<file path="src/rtl/imem_program_loader.sv">
// -----------------------------------------------------------------------------
// imem_program_loader
//
// Writer side of the processor's instruction memory. The block receives a
// framed byte stream, assembles big-endian 32-bit instruction words, writes
// them into instruction memory, and holds the processor in reset until a
// complete frame has been loaded and its checksum has been verified.
//
// Frame layout on the byte stream:
//   LEN_HI, LEN_LO   word count N, big-endian
//   4*N data bytes   each instruction word sent MSB first
//   CHK              XOR of every preceding frame byte, length bytes included
//
// Ports:
//   clk          system clock, all state changes on the rising edge
//   reset        synchronous, active-high reset
//   start        begin frame reception (honoured only in IDLE, DONE, ERR)
//   byte_valid   byte_data carries a byte this cycle
//   byte_data    stream byte
//   byte_ready   loader takes a byte this cycle (transfer = valid & ready)
//   wea          instruction memory write enable, one-cycle pulse per word
//   addra        instruction memory word address
//   dina         instruction word to write
//   cpu_reset    holds the processor in reset while high
//   done         frame loaded and checksum good
//   error        frame rejected (oversize or checksum mismatch)
//   words_loaded words written in the current or last frame
// -----------------------------------------------------------------------------
module imem_program_loader #(
    parameter int size    = 32,   // instruction word / address width
    parameter int MemSize = 512,  // memory depth in words, largest legal N
    parameter int CntW    = 16    // width of word counters
) (
    input  logic            clk,
    input  logic            reset,
    input  logic            start,
    input  logic            byte_valid,
    input  logic [7:0]      byte_data,
    output logic            byte_ready,
    output logic            wea,
    output logic [size-1:0] addra,
    output logic [size-1:0] dina,
    output logic            cpu_reset,
    output logic            done,
    output logic            error,
    output logic [CntW-1:0] words_loaded
);

    typedef enum logic [2:0] {
        S_IDLE,
        S_LEN_HI,
        S_LEN_LO,
        S_DATA,
        S_CHK,
        S_DONE,
        S_ERR
    } state_t;

    state_t      state;
    state_t      state_next;

    logic [15:0] len_q;       // word count N from the two length bytes
    logic [7:0]  chk_acc;     // running XOR of accepted frame bytes
    logic [23:0] asm_q;       // first three bytes of the word being assembled
    logic [1:0]  byte_idx;    // position of the next data byte within its word

    logic        xfer;        // a byte is taken this cycle
    logic        restart;     // start honoured: clear per-frame bookkeeping
    logic        word_done;   // this transfer completes an instruction word
    logic        last_word;   // the word being completed is word N-1
    logic [15:0] len_full;    // length as it will be once LEN_LO is taken

    assign xfer      = byte_valid & byte_ready;
    assign len_full  = {len_q[15:8], byte_data};
    assign last_word = (int'(words_loaded) + 1) == int'(len_q);

    // -------------------------------------------------------------------------
    // State register
    // -------------------------------------------------------------------------
    always_ff @(posedge clk) begin
        if (reset) begin
            state <= S_IDLE;
        end else begin
            state <= state_next;
        end
    end

    // -------------------------------------------------------------------------
    // Next-state and handshake decode
    // -------------------------------------------------------------------------
    always_comb begin
        // NOTE: every signal written here gets a default first, so no path
        // through the case can leave one unassigned and infer a latch.
        state_next = state;
        byte_ready = 1'b0;
        restart    = 1'b0;
        word_done  = 1'b0;

        case (state)
            S_IDLE, S_DONE, S_ERR: begin
                if (start) begin
                    state_next = S_LEN_HI;
                    restart    = 1'b1;
                end
            end

            S_LEN_HI: begin
                byte_ready = 1'b1;
                if (byte_valid) begin
                    state_next = S_LEN_LO;
                end
            end

            S_LEN_LO: begin
                byte_ready = 1'b1;
                if (byte_valid) begin
                    // Oversize frames are refused before any write, which is
                    // what keeps addra from ever wrapping.
                    if (int'(len_full) > MemSize) begin
                        state_next = S_ERR;
                    end else if (len_full == 16'd0) begin
                        state_next = S_CHK;
                    end else begin
                        state_next = S_DATA;
                    end
                end
            end

            S_DATA: begin
                byte_ready = 1'b1;
                if (byte_valid && byte_idx == 2'd3) begin
                    word_done = 1'b1;
                    if (last_word) begin
                        state_next = S_CHK;
                    end
                end
            end

            S_CHK: begin
                byte_ready = 1'b1;
                if (byte_valid) begin
                    state_next = (byte_data == chk_acc) ? S_DONE : S_ERR;
                end
            end

            default: begin
                state_next = S_IDLE;
            end
        endcase
    end

    // -------------------------------------------------------------------------
    // Datapath: length capture, checksum, word assembly and memory writes
    // -------------------------------------------------------------------------
    always_ff @(posedge clk) begin
        // NOTE: state elements are updated with non-blocking assignments so
        // every register samples pre-edge values regardless of statement order.
        if (reset) begin
            len_q        <= '0;
            chk_acc      <= '0;
            asm_q        <= '0;
            byte_idx     <= '0;
            wea          <= 1'b0;
            addra        <= '0;
            dina         <= '0;
            words_loaded <= '0;
            cpu_reset    <= 1'b1;
            done         <= 1'b0;
            error        <= 1'b0;
        end else begin
            // Status flags follow the state being entered, so they are
            // registered and glitch-free; cpu_reset rises again on the same
            // edge that leaves DONE for a new frame.
            done      <= (state_next == S_DONE);
            error     <= (state_next == S_ERR);
            cpu_reset <= (state_next != S_DONE);

            // Write enable is a single-cycle pulse unless a word completes.
            wea <= 1'b0;

            if (restart) begin
                chk_acc      <= '0;
                words_loaded <= '0;
                byte_idx     <= '0;
            end

            // The CHK byte itself is compared, not accumulated.
            if (xfer && state != S_CHK) begin
                chk_acc <= chk_acc ^ byte_data;
            end

            if (xfer && state == S_LEN_HI) begin
                len_q[15:8] <= byte_data;
            end

            if (xfer && state == S_LEN_LO) begin
                len_q[7:0] <= byte_data;
            end

            if (xfer && state == S_DATA) begin
                asm_q    <= {asm_q[15:0], byte_data};
                byte_idx <= byte_idx + 2'd1;
            end

            // The word index before increment is this word's address; the
            // count moves on the same edge that raises wea.
            if (word_done) begin
                wea          <= 1'b1;
                addra        <= size'(words_loaded);
                dina         <= size'({asm_q, byte_data});
                words_loaded <= words_loaded + CntW'(1);
            end
        end
    end

endmodule

</file>
<file path="config.mk">
export PLATFORM = sky130hd
export DESIGN_NAME = imem_program_loader
export DESIGN_NICKNAME = d
export VERILOG_FILES = /design/src/rtl/imem_program_loader.sv
export SDC_FILE = /design/constraint.sdc
export NUM_CORES = 1
export LEC_CHECK = 0
export CAP_MARGIN = 20
export CORE_MARGIN = 2
export CORE_UTILIZATION = 25
export DETAILED_ROUTE_END_ITERATION = 7
export RECOVER_POWER = 50
export SYNTH_ARGS = -nofsm -noshare
export SYNTH_HDL_FRONTEND = slang
export SYNTH_SLANG_ARGS = --single-unit
</file>
<file path="constraint.sdc">
create_clock -name clk -period 2.81 [get_ports clk]
set_input_delay 0.281 -clock clk [delete_from_list [all_inputs] [get_ports clk]]
set_output_delay 0.281 -clock clk [all_outputs]
set_load 0.01 [all_outputs]
</file>
==> flow_metrics.py <==
metrics = {
    "worst_setup_path": {
        "cp.required_ps": 3120,
        "startpoint_type": "register",
        "cp_slowest_stage_delay_ps": 550,
        "reg2reg_depth": 7,
        "critical_path_class": "reg -> reg",
        "critical-path-slowest-cell": "dfxtp_1",
        "arrival_ps": 2720,
        "path_cells": "nand2_1 -> nor4_1 -> mux2_2 -> a31oi_1 -> nand4_1 -> a211oi_2 -> nor2b_1",
        "critPathMaxFanout": 10,
        "worst_setup_path_end_kind": "register",
    },
    "sta": {
        "tns_ps": 0,
        "setup_viol": 0,
        "timing.fmax_mhz": 414.3,
        "tightestPinTransition_ps": 1138,
        "whs_ps": 173.6,
        "slew_headroom_pct": 24.14,
        "period_needed_ps": 2414,
        "finClkSkew_ps": 16.99,
        "slew_viol_final": 0,
        "hold_viol": 0,
        "rsz0062_at_grt": "no",
        "setup_slack_ps": 396.2,
        "finalCritPeriodShare_pct": 85.90,
    },
    "finish": {
        "drive_gt1_share_pct": 7.970,
        "postLayoutCellArea_um2": 7212,
        "antenna_cells": 0,
        "utilization_pct": 33.05,
        "nets": 806,
        "area.growth.synth_to_final_pct": 29.67,
    },
    "power_and_ir_drop": {
        "pwr_density_cell_nw_per_um2": 612.3,
        "switching_share_pct": 23.14,
        "seq_power_share_pct": 40.5,
        "vdd_drop_max_mv": 0.4285,
        "power_frac_comb_pct": 7.8,
        "power.internal_mw": 3.394,
        "switchingPower_mw": 1.022,
        "power_frac_clock_pct": 51.8,
        "p_leak_nw": 2.642,
    },
    "clocking": {
        "cts_buffers": 17,
        "clock_sinks": 121,
        "clock_latency_ps": 420,
        "cts.path.max_buffers": 2,
        "cts.hold.buffers_added": 0,
        "clkTransAtPathRegs_ps": 60,
        "cts_tree": "built",
        "htreeDepth": 4,
        "root_buffer": "clkbuf_16",
    },
    "drt": {
        "drt-total-wl_um": 15420,
        "via_per_inst": 4.691,
        "first_pass_iters": 5,
        "wl_per_cell_um": 14.23,
        "route.detailed.drc": 0,
        "ant_nets": 0,
        "via_count": 5080,
        "drt_iter0_drc": 458,
    },
    "placement": {
        "gp_congestion": 0.8621,
        "port_buffers": 80,
        "dp_slack_ps": 344.1,
        "dp_hpwl_um": 10500,
        "postPlaceCellArea_um2": 6618,
    },
    "logic_synthesis": {
        "synth_area_leader_cell": "dfxtp_1",
        "ys_types": 53,
        "synth_flop_cell": "dfxtp_1",
        "seq_area_frac_synth_pct": 43.55,
        "ys_seq_elements": 121,
        "async_reset_ff_share_pct": 0,
        "synth-edff-count": 0,
        "yosysMostFrequentCell": "nand2_1",
        "ys_warn_count": 0,
        "synthTopCellsByArea": "dfxtp_1, nand2_1, a21oi_1, clkbuf_1, nor2_1",
        "yosys.area.top_type_share_pct": 43.55,
        "synthCells": 725,
        "synth_commonest_cells": "nand2_1, dfxtp_1, a21oi_1, clkbuf_1, nor2_1",
        "syn-mean-instance-area_um2": 7.671,
        "syn_area_um2": 5562,
    },
    "die": {
        "dieArea_um2": 23450,
        "die_width_um": 153.2,
        "io_pins": 97,
        "initial_core_util_pct": 25.48,
        "rows": 54,
        "core_um2": 21820,
        "die_h_um": 153.2,
    },
    "worst_hold_path": {
        "hold_depth": 2,
        "hold_path_class": "in -> reg",
    },
    "job": {
        "cap_violations": 0,
    },
    "global_routing": {
        "grt_usage_pct": 13.36,
        "grt_max_degree": 103,
        "overflow": 0,
        "grt_pass1_wl_um": 25190,
        "antenna_found_initial": 0,
        "grt_pass1_vias": 4599,
    },
    "status": {
        "status": "finished, final reports clean",
    },
}
-- layout make-up --
| type | instances | area (µm²) |
|---|---|---|
| tap | 280 | 350.3 |
| timing repair buffer | 108 | 1018 |
| fill | 2313 | 14610 |
| inverter | 2 | 7.507 |
| clock buffer | 22 | 464.2 |
| sequential | 121 | 2422 |
| clock inverter | 8 | 145.1 |
| multi-input combinational | 542 | 2804 |
-- through the flow --
step	cells	total power, mW
final	1083	4.416
after global routing	1083	4.586
after CTS	1083	4.456
after detailed placement	1053	2.166
after global placement	1053	2.162
after floorplan	740	2.064
-- power groups by stage --
| stage | sequential, mW | clock [mW] | combinational, mW |
|---|---|---|---|
| after detailed placement | 1.82 | 0 | 0.343 |
| after CTS | 1.79 | 2.33 | 0.344 |
| after global placement | 1.82 | 0 | 0.339 |
| after floorplan | 1.81 | 0 | 0.259 |
| after global routing | 1.79 | 2.41 | 0.383 |
| final | 1.79 | 2.29 | 0.343 |
-- final timing paths --
check,startpoint,end,slack [ps]
setup / recovery,words_loaded[8],error,400
hold / removal,reset,dina[16],170
hold reg to reg,addra[14],addra[14],450
setup reg to reg,words_loaded[8],error,400
-- placed cells by master, fill, tap and decap left out, types with 3 or more instances in the layout --
| master | instances |
|---|---|
| a31oi_1 | 4 |
| nand4_1 | 3 |
| nor3_1 | 8 |
| a311oi_1 | 6 |
| nor3b_1 | 8 |
| clkdlybuf4s50_1 | 20 |
| nand2_1 | 203 |
| nor2_1 | 36 |
| bufinv_16 | 4 |
| nor3_2 | 3 |
| clkbuf_1 | 7 |
| dfxtp_1 | 121 |
| clkbuf_16 | 17 |
| and2_1 | 5 |
| nand3b_1 | 4 |
| nand3_1 | 16 |
| or4_1 | 3 |
| a21o_1 | 3 |
| nand2b_1 | 4 |
| xor2_1 | 15 |
| nand4b_1 | 4 |
| xnor2_1 | 14 |
| conb_1 | 16 |
| nor2b_1 | 4 |
| buf_4 | 23 |
| nor4_1 | 8 |
| a21oi_1 | 118 |
| and3_1 | 4 |
| o21ai_0 | 24 |
| dlygate4sd3_1 | 59 |
-- logic make-up (layout without fill, tap and decap cells) --
family / Yosys count / in the layout / share of synthesized area, %
xor+xnor: 29 / 29 / 4.567
buf+inv: 77 / 140 / 7.222
fa+ha+maj: 2 / 2 / 0.4499
mux: 1 / 1 / 0.2025
compound gates: 168 / 168 / 16.81
flops: 121 / 121 / 43.55
other cells: 1 / 16 / 0.06743
simple gates: 326 / 326 / 27.13
-- state kept, by name, indices dropped and copies added (netlist names) --
signal        flops
byte_idx          2
done              1
dina             32
asm_q            24
chk_acc           8
words_loaded     16
state             3
cpu_reset         1
addra            16
len_q            16
error             1
wea               1
-- timing repair --
item,in CTS,in global routing
gates resized for setup,0,1
setup buffers,0,0
hold endpoints to repair,0,0
setup endpoints to repair,0,1
-- worst max-delay path, delay by kind of cell, from the launching register on --
family / cells / cell delay (ps)
compound gates: 2 / 470
flops: 1 / 550
simple gates: 4 / 890
mux: 1 / 390
-- layer usage --
layer | GRT usage (%) | vias to the layer above | part of all wire [%]
li1 | - | 2544 | -
met1 | 18.93 | 2377 | 48
met2 | 19.98 | 144 | 45
met3 | 3.090 | 15 | 5.6
met4 | 4.365 | 0 | 1.3
met5 | 0 | - | 0
Note: power is estimated with default switching activity, not from simulation.
